==> src/rtl/window_apply_sequencer.sv <==
`default_nettype none
// ============================================================================
//  Module   : window_apply_sequencer
//  Brief    : Applies the analysis window to one frame ahead of the FFT.
//             Each index is read, multiplied, then written to the FFT input RAM.
//  Revision : 1.0  initial release
// ============================================================================
module window_apply_sequencer #(
  parameter int N_POINTS   = 1024,
  parameter int ADDR_WIDTH = 10
) (
  input  logic                  clk,
  input  logic                  reset,
  input  logic                  start,
  output logic                  busy,
  output logic                  frame_done,
  output logic                  smp_rd_en,
  output logic [ADDR_WIDTH-1:0] smp_addr,
  input  logic [15:0]           smp_data,
  output logic                  win_rd_en,
  output logic [ADDR_WIDTH-1:0] win_addr,
  input  logic [15:0]           win_data,
  output logic                  mul_enable,
  output logic [15:0]           mul_a,
  output logic [15:0]           mul_b,
  input  logic [15:0]           mul_product,
  input  logic                  mul_done,
  output logic                  out_we,
  output logic [ADDR_WIDTH-1:0] out_addr,
  output logic [15:0]           out_data
);

  localparam logic [ADDR_WIDTH-1:0] c_LAST_IDX = ADDR_WIDTH'(N_POINTS - 1);

  typedef enum logic [2:0] {
    S_IDLE  = 3'd0,
    S_FETCH = 3'd1,
    S_LOAD  = 3'd2,
    S_MUL   = 3'd3,
    S_WAIT  = 3'd4,
    S_WRITE = 3'd5,
    S_DONE  = 3'd6
  } state_t;

  state_t                r_state;
  state_t                w_state_next;
  logic [ADDR_WIDTH-1:0] r_idx;
  logic [ADDR_WIDTH-1:0] w_idx_next;
  logic                  w_busy_next;
  logic                  w_rd_en_next;
  logic                  w_mul_enable_next;
  logic                  w_out_we_next;
  logic                  w_frame_done_next;
  logic                  w_load_operands;
  logic                  w_capture_product;

  always_comb begin
    w_state_next = r_state;
    w_idx_next   = r_idx;
    case (r_state)
      S_IDLE: begin
        if (start) begin
          w_state_next = S_FETCH;
          w_idx_next   = '0;
        end
      end
      S_FETCH: w_state_next = S_LOAD;
      S_LOAD:  w_state_next = S_MUL;
      S_MUL:   w_state_next = S_WAIT;
      S_WAIT: begin
        if (mul_done) w_state_next = S_WRITE;
      end
      S_WRITE: begin
        if (r_idx == c_LAST_IDX) begin
          w_state_next = S_DONE;
        end else begin
          w_state_next = S_FETCH;
          w_idx_next   = r_idx + 1'b1;
        end
      end
      S_DONE:  w_state_next = S_IDLE;
      default: w_state_next = S_IDLE;
    endcase

    // Strobes are derived from the next state so they register in step with it.
    w_busy_next       = (w_state_next != S_IDLE) && (w_state_next != S_DONE);
    w_rd_en_next      = (w_state_next == S_FETCH);
    w_mul_enable_next = (w_state_next == S_MUL);
    w_out_we_next     = (w_state_next == S_WRITE);
    w_frame_done_next = (w_state_next == S_DONE);
    w_load_operands   = (r_state == S_LOAD);
    w_capture_product = (r_state == S_WAIT) && mul_done;
  end

  always_ff @(posedge clk) begin
    if (reset) begin
      r_state    <= S_IDLE;
      r_idx      <= '0;
      busy       <= 1'b0;
      frame_done <= 1'b0;
      smp_rd_en  <= 1'b0;
      win_rd_en  <= 1'b0;
      smp_addr   <= '0;
      win_addr   <= '0;
      mul_enable <= 1'b0;
      mul_a      <= '0;
      mul_b      <= '0;
      out_we     <= 1'b0;
      out_addr   <= '0;
      out_data   <= '0;
    end else begin
      r_state    <= w_state_next;
      r_idx      <= w_idx_next;
      busy       <= w_busy_next;
      frame_done <= w_frame_done_next;
      smp_rd_en  <= w_rd_en_next;
      win_rd_en  <= w_rd_en_next;
      mul_enable <= w_mul_enable_next;
      out_we     <= w_out_we_next;
      if (w_rd_en_next) begin
        smp_addr <= w_idx_next;
        win_addr <= w_idx_next;
      end
      // Operands stay put until the next LOAD; the multiplier re-reads them.
      if (w_load_operands) begin
        mul_a <= smp_data;
        mul_b <= win_data;
      end
      if (w_capture_product) out_data <= mul_product;
      if (w_out_we_next)     out_addr <= w_idx_next;
    end
  end

endmodule
`default_nettype wire

==> config.mk <==
export PLATFORM = sky130hd
export DESIGN_NAME = window_apply_sequencer
export DESIGN_NICKNAME = d
export VERILOG_FILES = /design/src/rtl/window_apply_sequencer.sv
export SDC_FILE = /design/constraint.sdc
export NUM_CORES = 1
export LEC_CHECK = 0
export ABC_AREA = 1
export ABC_CLOCK_PERIOD_IN_PS = 1750
export CAP_MARGIN = 20
export CORE_MARGIN = 2
export CORE_UTILIZATION = 35
export CTS_BUF_LIST = sky130_fd_sc_hd__clkbuf_16
export DETAILED_ROUTE_END_ITERATION = 6
export GPL_TIMING_DRIVEN = 0
export HOLD_SLACK_MARGIN = 0.1
export PLACE_DENSITY_LB_ADDON = 0.15
export SLEW_MARGIN = 25
export SYNTH_ARGS = -nofsm -noshare
export SYNTH_HDL_FRONTEND = slang
export SYNTH_SLANG_ARGS = --single-unit
==> constraint.sdc <==
create_clock -name clk -period 1.75 [get_ports clk]
set_clock_uncertainty 0.2 [all_clocks]
set_input_delay 0.35 -clock clk [delete_from_list [all_inputs] [get_ports clk]]
set_output_delay 0.35 -clock clk [all_outputs]
set_load 0.01 [all_outputs]
---- Word level (Yosys, flattened, before mapping) ----
Cells that the tools add are included.
cells by class
  $add $sub $neg .......................... 1
  multiply operators ...................... 0
  div/mod/pow operators ................... 0
  order comparisons ....................... 0
  equality and inequality tests ........... 11
  shifts and indexed selects .............. 0
  muxes and demuxes ....................... 7
  bitwise operators ....................... 0
  reduce and logical (&&, ||, !) cells .... 4
operators with widths
  kind                                                             number
  10-bit two-way mux                                               2
  10-bit case mux with 2 select lines                              1
  3-bit case mux with 6 select lines                               1
  3-bit == test, second input constant                             4
  10-bit by 1-bit adder with 10-bit output, second input constant  1
  10-bit == test, second input constant                            1
  3-bit by 2-bit == test with 1-bit output, second input constant  3
  3-bit two-way mux                                                3
  3-bit by 1-bit == test with 1-bit output, second input constant  2
  3-bit zero test                                                  1
  3-bit != test, second input constant                             1
  3-bit nonzero test                                               1
  1-bit logical AND                                                2
storage, ports and cells
  flip-flop bits (word level) ............. 86
  bits in latches ......................... 0
  bits in writable memories ............... 0
  bits in read-only memories .............. 0
  input bits .............................. 52
  output and inout bits ................... 84
  logic and storage cells ................. 35
  memories ................................ 0

---- Logic depth before layout (Yosys ltp) ----
Gate-level depths: netlist of run 1.
  depth after elaboration ................. 5
  gate-level depth with buffers ........... 10

---- Worst setup path before layout of run 1 ----
Ideal clock, no wire load.
  path kind ............................... register -> register
  start point ............................. register r_idx[0]
  end point ............................... register win_addr[7]
  library setup time ...................... 0.109 ns
  data arrival time ....................... 1.364 ns
  data required time ...................... 1.441 ns
  setup slack ............................. 0.077 ns
  stages on the path, launching flop included .. 10
  period minus slack after synthesis ...... 1.673 ns
  path through ............................ dfxtp_1 ha_1 nand2_1 nor2_4 nand4_4 nand2_4 buf_6 a21oi_1 nand2_1 inv_1
on the way
  word-level cells in the longest chain between the ends .. 4
ends and longest elaborated chain
  element                                                                           RTL line  RTL
  start, declared                                                                   47        logic [ADDR_WIDTH-1:0] r_idx;
  start signal, assigned                                                            113       r_idx <= w_idx_next;
  branches (longest 4 deep; another with 10-bit by 1-bit adder with 10-bit output)  -
  end signal, assigned                                                              122       win_addr <= w_idx_next;
  end, declared                                                                     21        output logic [ADDR_WIDTH-1:0] win_addr,
Several ways; the timed one is not identified.
A chain may end at the register's enable or synchronous reset.

---- Final worst setup path of run 1 ----
  start point ............................. register r_idx[1]
  end point ............................... register win_addr[8]
The elaborated chain is that of the path after synthesis.

==> metrics, run 1 <==
Worst Setup End Kind=register; Core Region=9730 µm²; final WL=around 10000 µm; sequential share of the synthesized area=about half; hold_buf cts=0; Die Span X=between 100 and 150 µm; max-capacitance violation count=0; grt total ovfl=0; H-tree Lvls=3; f_max=0.580 GHz; EDFF count, synth=0; Setup WS post-layout=0.0246 ns; Final Hold Fails=0; largest net degree at the start of global routing=15; most frequent cells in the layout=nand2_1 (81), dlygate4sd2_1 (79), dfxtp_1 (76); final slew viol count=0; IO Port Bufs=between 100 and 150; die height=about 100 µm; GR Layer Usage met1=between 20% and 30%; initial antenna violation count=0; CP arrival=between 1.5 and 2 ns; crit start category=register; crit-path cells=ha_4, nand2_4, nor2_4, buf_4, buf_4, nand3_1, nand2_1, nand3_1, a21oi_1, nor2_1; Yosys reg bits=86; GRT busiest layer=met2; die area=10800 µm²; First-pass DRT Iterations=4; top post-synthesis cells by area=dfxtp_1 (49%), nand2_1 (9.9%), nand3_1 (8.5%); I/O pins=around 140; vias in the first global route=3418; Initial Util=~36%; maximum fanout along the worst path=5; clock sinks=86; DRC Markers=0; ys async rst share=0%; Placement Setup Slack=-0.294 ns; hold crit path type=reg -> reg; CTS tree=done; Slew headroom=roughly 60%; nets=around 690; root buf cell=clkbuf_16; RSZ-0062 raised after global routing=true; Num CTS Buffers=9; GRT Resource Usage Total=between 15 and 20%; status=finished, final reports clean; met2 usage=30.9%; DR iter-0 viols=174; Worst path slowest cell=dfxtp_4; Post-Syn Instances=466; Worst Path Class, Setup=reg -> reg; PD cells=between 900 and 1000 nW/µm²; vias per inst=between 4 and 5; Tcrit/Tclk final=98.6%; Slew @ Worst Pin=about 0.58 ns; clk_lat worst skew=~0.33 ns; mean cell area of the mapped netlist=7.48 µm²; main flop type after synthesis=dfxtp_1; GP Congestion=just under 0.9; setup violators final=0; final core occ=about three fifths; Yosys top cell area share=around 49%; Max Buffers Root-to-Sink=2; Routed Antenna Nets=0; Lkg Pwr=~0.0027 µW; worst stage delay on the critical path=0.37 ns; wire per inst=13.3 µm; Reg clk slew, reported paths=approximately 0.060 ns; YS warnings=0; Critical Path RT=1.78 ns; Synth cell types=26; most common cell after layout, fill and taps aside=nand2_1; share of cells above drive strength 1=between 10% and 20%; Max VDD drop=548 µV; via count=approximately 3600; first-pass GRT wire length=about 16000 µm; Row Count=36; fin crit period=~1.7 ns; area delta synth->final=62.0%; Synth area leader=dfxtp_1; HPWL Detailed=6980 µm; mapped cell area=3480 µm²; ANT cells=0; syn_nets=approximately 520; met3 Use GR=4.41%
==> layer usage <==
layer	part of all wire (%)	up-vias
met5	0	-
met4	2.0	0
met3	5.6	15
met2	49	94
met1	43	1646
li1	-	1850
==> worst max-delay path: cells and delay by family, from the launching register on <==
kind,cells,cell delay (ns)
flip-flops,1,0.37
adder cells (fa/ha/maj),1,0.15
buffers and inverters,2,0.24
AO/OA/AOI/OAI,1,0.15
AND/OR/NAND/NOR,6,0.52
==> cell families (layout without fill, tap and decap cells) <==
logic type,Yosys count,in the layout,synth area share (%)
compound gates,90,90,13.4
xor+xnor,1,1,0.251
fa+ha+maj,1,1,0.359
buf+inv,68,238,8.94
flops,86,86,49.4
simple gates,220,220,27.6
==> area by class of cell <==
cell class	count	area (µm²)
fill	950	4080
clock buffer	9	225
sequential	86	1740
multi-input combinational	312	1620
clock inverter	6	110
inverter	32	125
buffer	36	221
timing repair buffer	155	1440
tap	133	166
==> what timing repair did <==
action                     in CTS  in global routing
gates cloned                    1                  0
setup buffers                  11                 10
setup endpoints to repair     147                 87
pin swaps                       4                 13
resized for setup              97                 71
==> report_power, final <==
group / total, µW / internal, µW / leakage (µW) / switching (µW)
clock: 2170 / 1390 / 0.000160 / 779
sequential: 2150 / 2080 / 0.000702 / 69.0
combinational: 1060 / 545 / 0.00189 / 518
total: 5370 / 4010 / 0.00275 / 1370
==> synthesized netlist by cell type, types with 2 or more instances <==
library cell,count
nand2_1,92
dfxtp_1,86
nand3_1,59
nor2_1,57
a21oi_1,51
o21ai_0,31
inv_1,29
clkbuf_1,16
buf_4,11
buf_2,6
o21a_1,4
inv_2,3
nand4_1,3
nor2_2,3
buf_1,2
nor2_4,2
o21bai_1,2
==> state kept, by name, summed over array words and instances (netlist names) <==
| signal | cells |
|---|---|
| r_state | 3 |
| mul_enable | 1 |
| mul_a | 16 |
| win_rd_en | 1 |
| frame_done | 1 |
| out_we | 1 |
| out_data | 16 |
| r_idx | 10 |
| mul_b | 16 |
| out_addr | 10 |
| win_addr | 10 |
| busy | 1 |
==> path summary, 6_finish.rpt <==
check                end     start  depth (start not counted)  slack, ns
max          win_addr[8]  r_idx[1]                         10       0.02
min reg2reg     mul_b[0]  mul_b[0]                          2       0.26
max reg2reg  win_addr[8]  r_idx[1]                         10       0.02
min             mul_b[0]  mul_b[0]                          2       0.26
==> per-stage QoR <==
step	hold WS, ns	std cells	power (µW)	setup TNS (ns)	instance area [µm²]
2_1_floorplan	0.284	466	2650	0	3480
3_3_place_gp	0.247	733	3140	-10.71	4990
3_5_place_dp	0.255	733	3150	-10.63	4990
4_1_cts	0.260	760	5310	-2.33	5380
5_1_grt	0.273	769	5590	-0.690	5650
6_report	0.259	769	5370	0	5650
(Power assumes the default switching activity.)
==> run 2, diff against run 1 <==
PLACE_DENSITY = 0.76   (was default)
PLACE_DENSITY_LB_ADDON = default   (was 0.15)
SETUP_SLACK_MARGIN = 0.2   (was default)
==> run 2 against run 1 <==
  * The run now ends with setup timing left
  * Worst hold slack worse by 0.0044 ns
  * Global-route usage up 5.1 points
  * Wire length grew 51%
  * Final area is 20% higher
==> metrics, run 2 (same netlist as run 1, synthesis figures left out) <==
status=complete, but fails checks (was finished, final reports clean); failing checks=setup timing; Sw Pwr=1630 µW (was 1370 µW); hold_buf cts=0 (unchanged); Tcrit/Tclk final=106% (was 98.6%); crit start category=register (unchanged); RR Startpoint=r_state[1] (was r_idx[1]); PD cells=872 nW/µm² (was 952 nW/µm²); Placed Area=5020 µm² (was 4990 µm²); Die Span X=104 µm (unchanged); IO Port Bufs=134 (unchanged); Total Power=5890 µW (was 5370 µW); Lkg Pwr=0.00310 µW (was 0.00275 µW); Worst Hold Slack=0.254 ns (was 0.259 ns); nets=732 (was 685); vias in the first global route=4069 (was 3418); Setup WS post-layout=-0.113 ns (was 0.0246 ns); wire per inst=19.0 µm (was 13.3 µm); DRC Markers=0 (unchanged); f_max=0.537 GHz (was 0.580 GHz); CTS tree=done (unchanged); most frequent cells in the layout=dlygate4sd2_1 (69), dfxtp_1 (66), clkdlybuf4s50_1 (50) (was nand2_1 (81), dlygate4sd2_1 (79), dfxtp_1 (76)); Row Count=36 (unchanged); clk_lat worst skew=0.34 ns (was 0.33 ns); die area=10800 µm² (unchanged); RSZ-0062 raised after global routing=true (unchanged); max-capacitance violation count=0 (unchanged); RR Endpoint=out_data[2] (was win_addr[8]); share of cells above drive strength 1=41.3% (was 17.8%); final WL=15500 µm (was 10200 µm); endpoint of the worst hold path=mul_b[7] (was mul_b[0]); GRT Resource Usage Total=23.4% (was 18.3%); depth of the worst register-to-register path=9 (was 10); Placement Setup Slack=-0.324 ns (was -0.294 ns); cell internal pwr=4260 µW (was 4010 µW); First-pass DRT Iterations=6 (was 4); Final Hold Fails=0 (unchanged); setup violators final=37 (was 0); Reg clk slew, reported paths=0.06 ns (about the same); DR iter-0 viols=355 (was 174); Core Region=9730 µm² (unchanged); initial antenna violation count=0 (unchanged); first-pass GRT wire length=20300 µm (was 16100 µm); die height=104 µm (unchanged); Slew headroom=47.2% (was 61.6%); GP Congestion=0.869 (was 0.878); Routed Antenna Nets=0 (unchanged); Worst Setup End Kind=register (unchanged); final slew viol count=0 (unchanged); CP arrival=1.88 ns (was 1.75 ns); Worst Path Class, Setup=reg -> reg (unchanged); clock sinks=86 (unchanged); Initial Util=35.8% (unchanged); clock power share=36.6% (was 40.3%); Combinational Power Share=26.5% (was 19.8%); ANT cells=0 (unchanged); HPWL Detailed=7610 µm (was 6980 µm); area delta synth->final=93.9% (was 62.0%); Max VDD drop=572 µV (was 548 µV); root buf cell=clkbuf_16 (unchanged); Final Cell Area=6760 µm² (was 5650 µm²); hold path depth=2 (unchanged); Num CTS Buffers=9 (unchanged); reg-to-reg setup timing slack=-0.11 ns (was 0.02 ns); Hold Path Origin=mul_b[7] (was mul_b[0]); H-tree Lvls=3 (unchanged); Net Sw Frac=27.7% (was 25.4%); final core occ=69.4% (was 58.0%); Slew @ Worst Pin=0.792 ns (was 0.575 ns); via count=4382 (was 3605); vias per inst=5.38 (was 4.69); Max Buffers Root-to-Sink=2 (unchanged); fin crit period=1.86 ns (was 1.73 ns); hold crit path type=reg -> reg (unchanged); maximum fanout along the worst path=8 (was 5); largest net degree at the start of global routing=14 (was 15); Flop pwr share=36.8% (was 39.9%); Critical Path RT=1.77 ns (was 1.78 ns); I/O pins=136 (unchanged); largest registers=mul_a x16, mul_b x16, out_data x16 (unchanged); grt total ovfl=0 (unchanged); most common cell after layout, fill and taps aside=dlygate4sd2_1 (was nand2_1)
[run 2: metrics by stage]
stage	cells	TNS, ns
after floorplan	466	0
after global placement	733	-9.48
after detailed placement	733	-10.67
after CTS	789	0
after global routing	815	-3.26
final	815	-2.03
[run 2: final cells by class]
class | count | area [µm²]
clock buffer | 9 | 225
inverter | 32 | 143
fill | 685 | 2970
tap | 133 | 166
buffer | 36 | 318
sequential | 86 | 1750
timing repair buffer | 202 | 1940
multi-input combinational | 312 | 2110
clock inverter | 5 | 101
[run 2: how the worst max path moves through the flow]
stage | slack (ns) | from | endpoint
detailed placement | -0.32 | start | win_addr[8]
CTS | 0.05 | r_idx[1] | win_addr[9]
global route | -0.13 | r_state[1] | out_data[6]
global placement | -0.32 | start | win_addr[8]
floorplan | 0.15 | r_idx[1] | win_addr[9]
finish | -0.11 | r_state[1] | out_data[2]
[run 2: worst max-delay path: stages, from the launching register on]
cell	delay, ns
dfxtp_4	0.37
nor2_4	0.21
buf_6	0.14
nand2_4	0.06
nor2_4	0.21
buf_12	0.18
clkinv_8	0.08
buf_6	0.14
nor2_2	0.11
nor2_1	0.05
[run 2: layer usage]
| metal | vias to the layer above | GRT usage (%) | wire length [µm] |
|---|---|---|---|
| met5 | - | 0 | 0 |
| met4 | 0 | 10.5 | 900 |
| met3 | 90 | 5.10 | 1030 |
| met2 | 283 | 41.7 | 7770 |
| met1 | 2066 | 26.7 | 5750 |
| li1 | 1943 | - | - |
[run 2: repair_timing]
action,CTS,global route
resized for setup,235,172
cloned,4,3
setup buffers,38,23
pin swaps,29,27
setup endpoints to repair,167,97
hold endpoints to repair,0,0
[run 2: power groups by stage]
stage	logic [µW]	registers [µW]	clock network, µW
2_1_floorplan	422	2230	0
4_1_cts	1190	2160	2140
5_1_grt	1640	2180	2240
3_5_place_dp	978	2190	0
3_3_place_gp	962	2180	0
6_report	1560	2170	2160
==> run 3, diff against run 2 <==
DONT_BUFFER_PORTS = 1   (was default)
GPL_TIMING_DRIVEN = default   (was 0)
PLACE_DENSITY = 0.58   (was 0.76)
==> run 3 against run 2 <==
  * The flow finishes with violations (hold timing)
  * Clock-buffer cell count unchanged
  * Via count decreased by 26%
  * Total power shrank 16%
  * Critical path depth unchanged
  * Worst setup slack better by 0.18 ns
  * Register-to-register slack better by 0.18 ns
  * Wire length shrank 37%
  * Non-clock buffer count decreased by 176
  * Clock power shrank 7%
  * Final area is 29% lower
  * Critical path type unchanged
  * Largest power group unchanged
==> metrics, run 3 (same netlist as run 1, synthesis figures left out) <==
die height=104 µm (unchanged); Row Count=36 (unchanged); Reg clk slew, reported paths=0.06 ns (about the same); H-tree Lvls=3 (unchanged); crit start category=register (unchanged); I/O pins=136 (unchanged); Worst Hold Slack=-0.125 ns (was 0.254 ns); crit-path cells=ha_4, nand2_4, nor2_4, buf_4, nand3_2, nor2_1, o21ai_1, buf_4, a21oi_1 (was nor2_4, buf_6, nand2_4, nor2_4, buf_12, clkinv_8, buf_6, nor2_2, nor2_1); failing checks=hold timing (was setup timing); CP arrival=1.75 ns (was 1.88 ns); Core Region=9730 µm² (unchanged); largest net degree at the start of global routing=54 (was 14); Die Span X=104 µm (unchanged); Final Hold Fails=52 (was 0); nets=557 (was 732); most common cell after layout, fill and taps aside=dfxtp_1 (was dlygate4sd2_1); CTS tree=done (unchanged); Slew headroom=77.5% (was 47.2%); DRC Markers=0 (unchanged); Worst Setup End Kind=register (unchanged); max-capacitance violation count=0 (unchanged); final slew viol count=0 (unchanged); status=complete, but fails checks (unchanged); Slew @ Worst Pin=0.337 ns (was 0.792 ns); GP Congestion=0.917 (was 0.869); die area=10800 µm² (unchanged); Routed Antenna Nets=0 (unchanged); setup TNS=0 ns (was -2.03 ns); vias per inst=5.06 (was 5.38); f_max=0.595 GHz (was 0.537 GHz); Tcrit/Tclk final=96.0% (was 106%); DR iter-0 viols=201 (was 355); most numerous cell on the critical path=buf_4; ANT cells=0 (unchanged); area delta synth->final=38.0% (was 93.9%); register area=1740 µm² (was 1750 µm²); clk_lat worst skew=0.33 ns (was 0.34 ns); Max Buffers Root-to-Sink=2 (unchanged); first-pass GRT wire length=15200 µm (was 20300 µm); wire per inst=15.1 µm (was 19.0 µm); final WL=9680 µm (was 15500 µm); setup violators final=0 (was 37); First-pass DRT Iterations=5 (was 6); grt total ovfl=0 (unchanged); Initial Util=35.8% (unchanged); hold_buf cts=18 (was 0); Num CTS Buffers=9 (unchanged); RSZ-0062 raised after global routing=true (unchanged); via count=3249 (was 4382); clock sinks=86 (unchanged); Multi-input gate area=1740 µm² (was 2110 µm²); IO Port Bufs=0 (was 134); Total Power=4930 µW (was 5890 µW); root buf cell=clkbuf_16 (unchanged); hold crit path type=in -> reg (was reg -> reg); maximum fanout along the worst path=5 (was 8); Fill cells=981 (was 685); Lkg Pwr=0.00193 µW (was 0.00310 µW); Worst path slowest cell=dfxtp_4 (unchanged); most frequent cells in the layout=dfxtp_1 (79), nand2_1 (73), nand3_1 (53) (was dlygate4sd2_1 (69), dfxtp_1 (66), clkdlybuf4s50_1 (50)); PD cells=1020 nW/µm² (was 872 nW/µm²); fin crit period=1.68 ns (was 1.86 ns); HPWL Detailed=5830 µm (was 7610 µm); GRT Resource Usage Total=17.4% (was 23.4%); initial antenna violation count=0 (unchanged); vias in the first global route=3001 (was 4069); worst stage delay on the critical path=0.36 ns (was 0.37 ns); Max VDD drop=562 µV (was 572 µV); Critical Path RT=1.82 ns (was 1.77 ns); largest registers=mul_a x16, mul_b x16, out_data x16 (unchanged); share of cells above drive strength 1=27.9% (was 41.3%); Worst Path Class, Setup=reg -> reg (unchanged)
[run 3: changes by cell type in the layout (fill, tap and decap cells not counted), moves of 15 or more]
cell,delta
nand2_1,+24
dlygate4sd3_1,+18
clkdlybuf4s50_1,-50
nand3_1,+15
dlygate4sd2_1,-69
buf_4,-16
buf_6,-24
[run 3: critical path, delay by kind of cell, from the launching register on]
family	cells	cell delay, ns
AO/OA/AOI/OAI	2	0.18
buffers and inverters	2	0.30
adder cells (fa/ha/maj)	1	0.14
AND/OR/NAND/NOR	4	0.43
flip-flops	1	0.36
[run 3: power breakdown]
part,leakage [µW],switching (µW),internal [µW]
Combinational,0.00108,372,304
Sequential,0.000702,170,2070
Clock,0.000150,766,1240
[run 3: worst paths after layout]
kind              from           to  slack [ns]  cells after the start
min              reset     r_idx[6]       -0.12                      1
min reg2reg  mul_a[10]    mul_a[10]        0.30                      2
max reg2reg   r_idx[0]  out_addr[5]        0.07                      9
max           r_idx[0]  out_addr[5]        0.07                      9
[run 3: metrics by stage]
| step | setup slack [ns] | hold WS (ns) | instance area, µm² | cells | utilization [%] |
|---|---|---|---|---|---|
| 3_3_place_gp | -0.00374 | 0.226 | 3670 | 584 | 37.7 |
| 3_5_place_dp | 0.00319 | 0.230 | 3670 | 584 | 37.7 |
| 6_report | 0.0703 | -0.125 | 4810 | 642 | 49.4 |
| 2_1_floorplan | 0.152 | 0.284 | 3510 | 466 | - |
| 4_1_cts | 0.109 | -0.135 | 4480 | 634 | 46.1 |
| 5_1_grt | -0.0324 | -0.140 | 4810 | 642 | 49.4 |
[run 3: final cells by class]
| cell class | count | area share, % |
|---|---|---|
| sequential | 86 | 36.2 |
| clock inverter | 7 | 1.85 |
| tap | 133 | 3.46 |
| timing repair buffer | 62 | 14.9 |
| inverter | 32 | 2.76 |
| multi-input combinational | 313 | 36.2 |
| clock buffer | 9 | 4.68 |
[run 3: layer usage]
layer  GRT usage (%)  vias to the layer above  wire length (µm)
li1                -                     1599                 -
met5               0                        -                 0
met3            5.29                       12               522
met1            21.0                     1556              4060
met4            6.37                        0               131
met2            29.4                       82              4970
[run 3: what timing repair did]
item,in CTS,in global routing
resized for setup,42,80
gates cloned,3,2
pin swaps,13,36
setup buffers,13,6
endpoints found under the setup margin,79,77
endpoints found under the hold margin,68,52
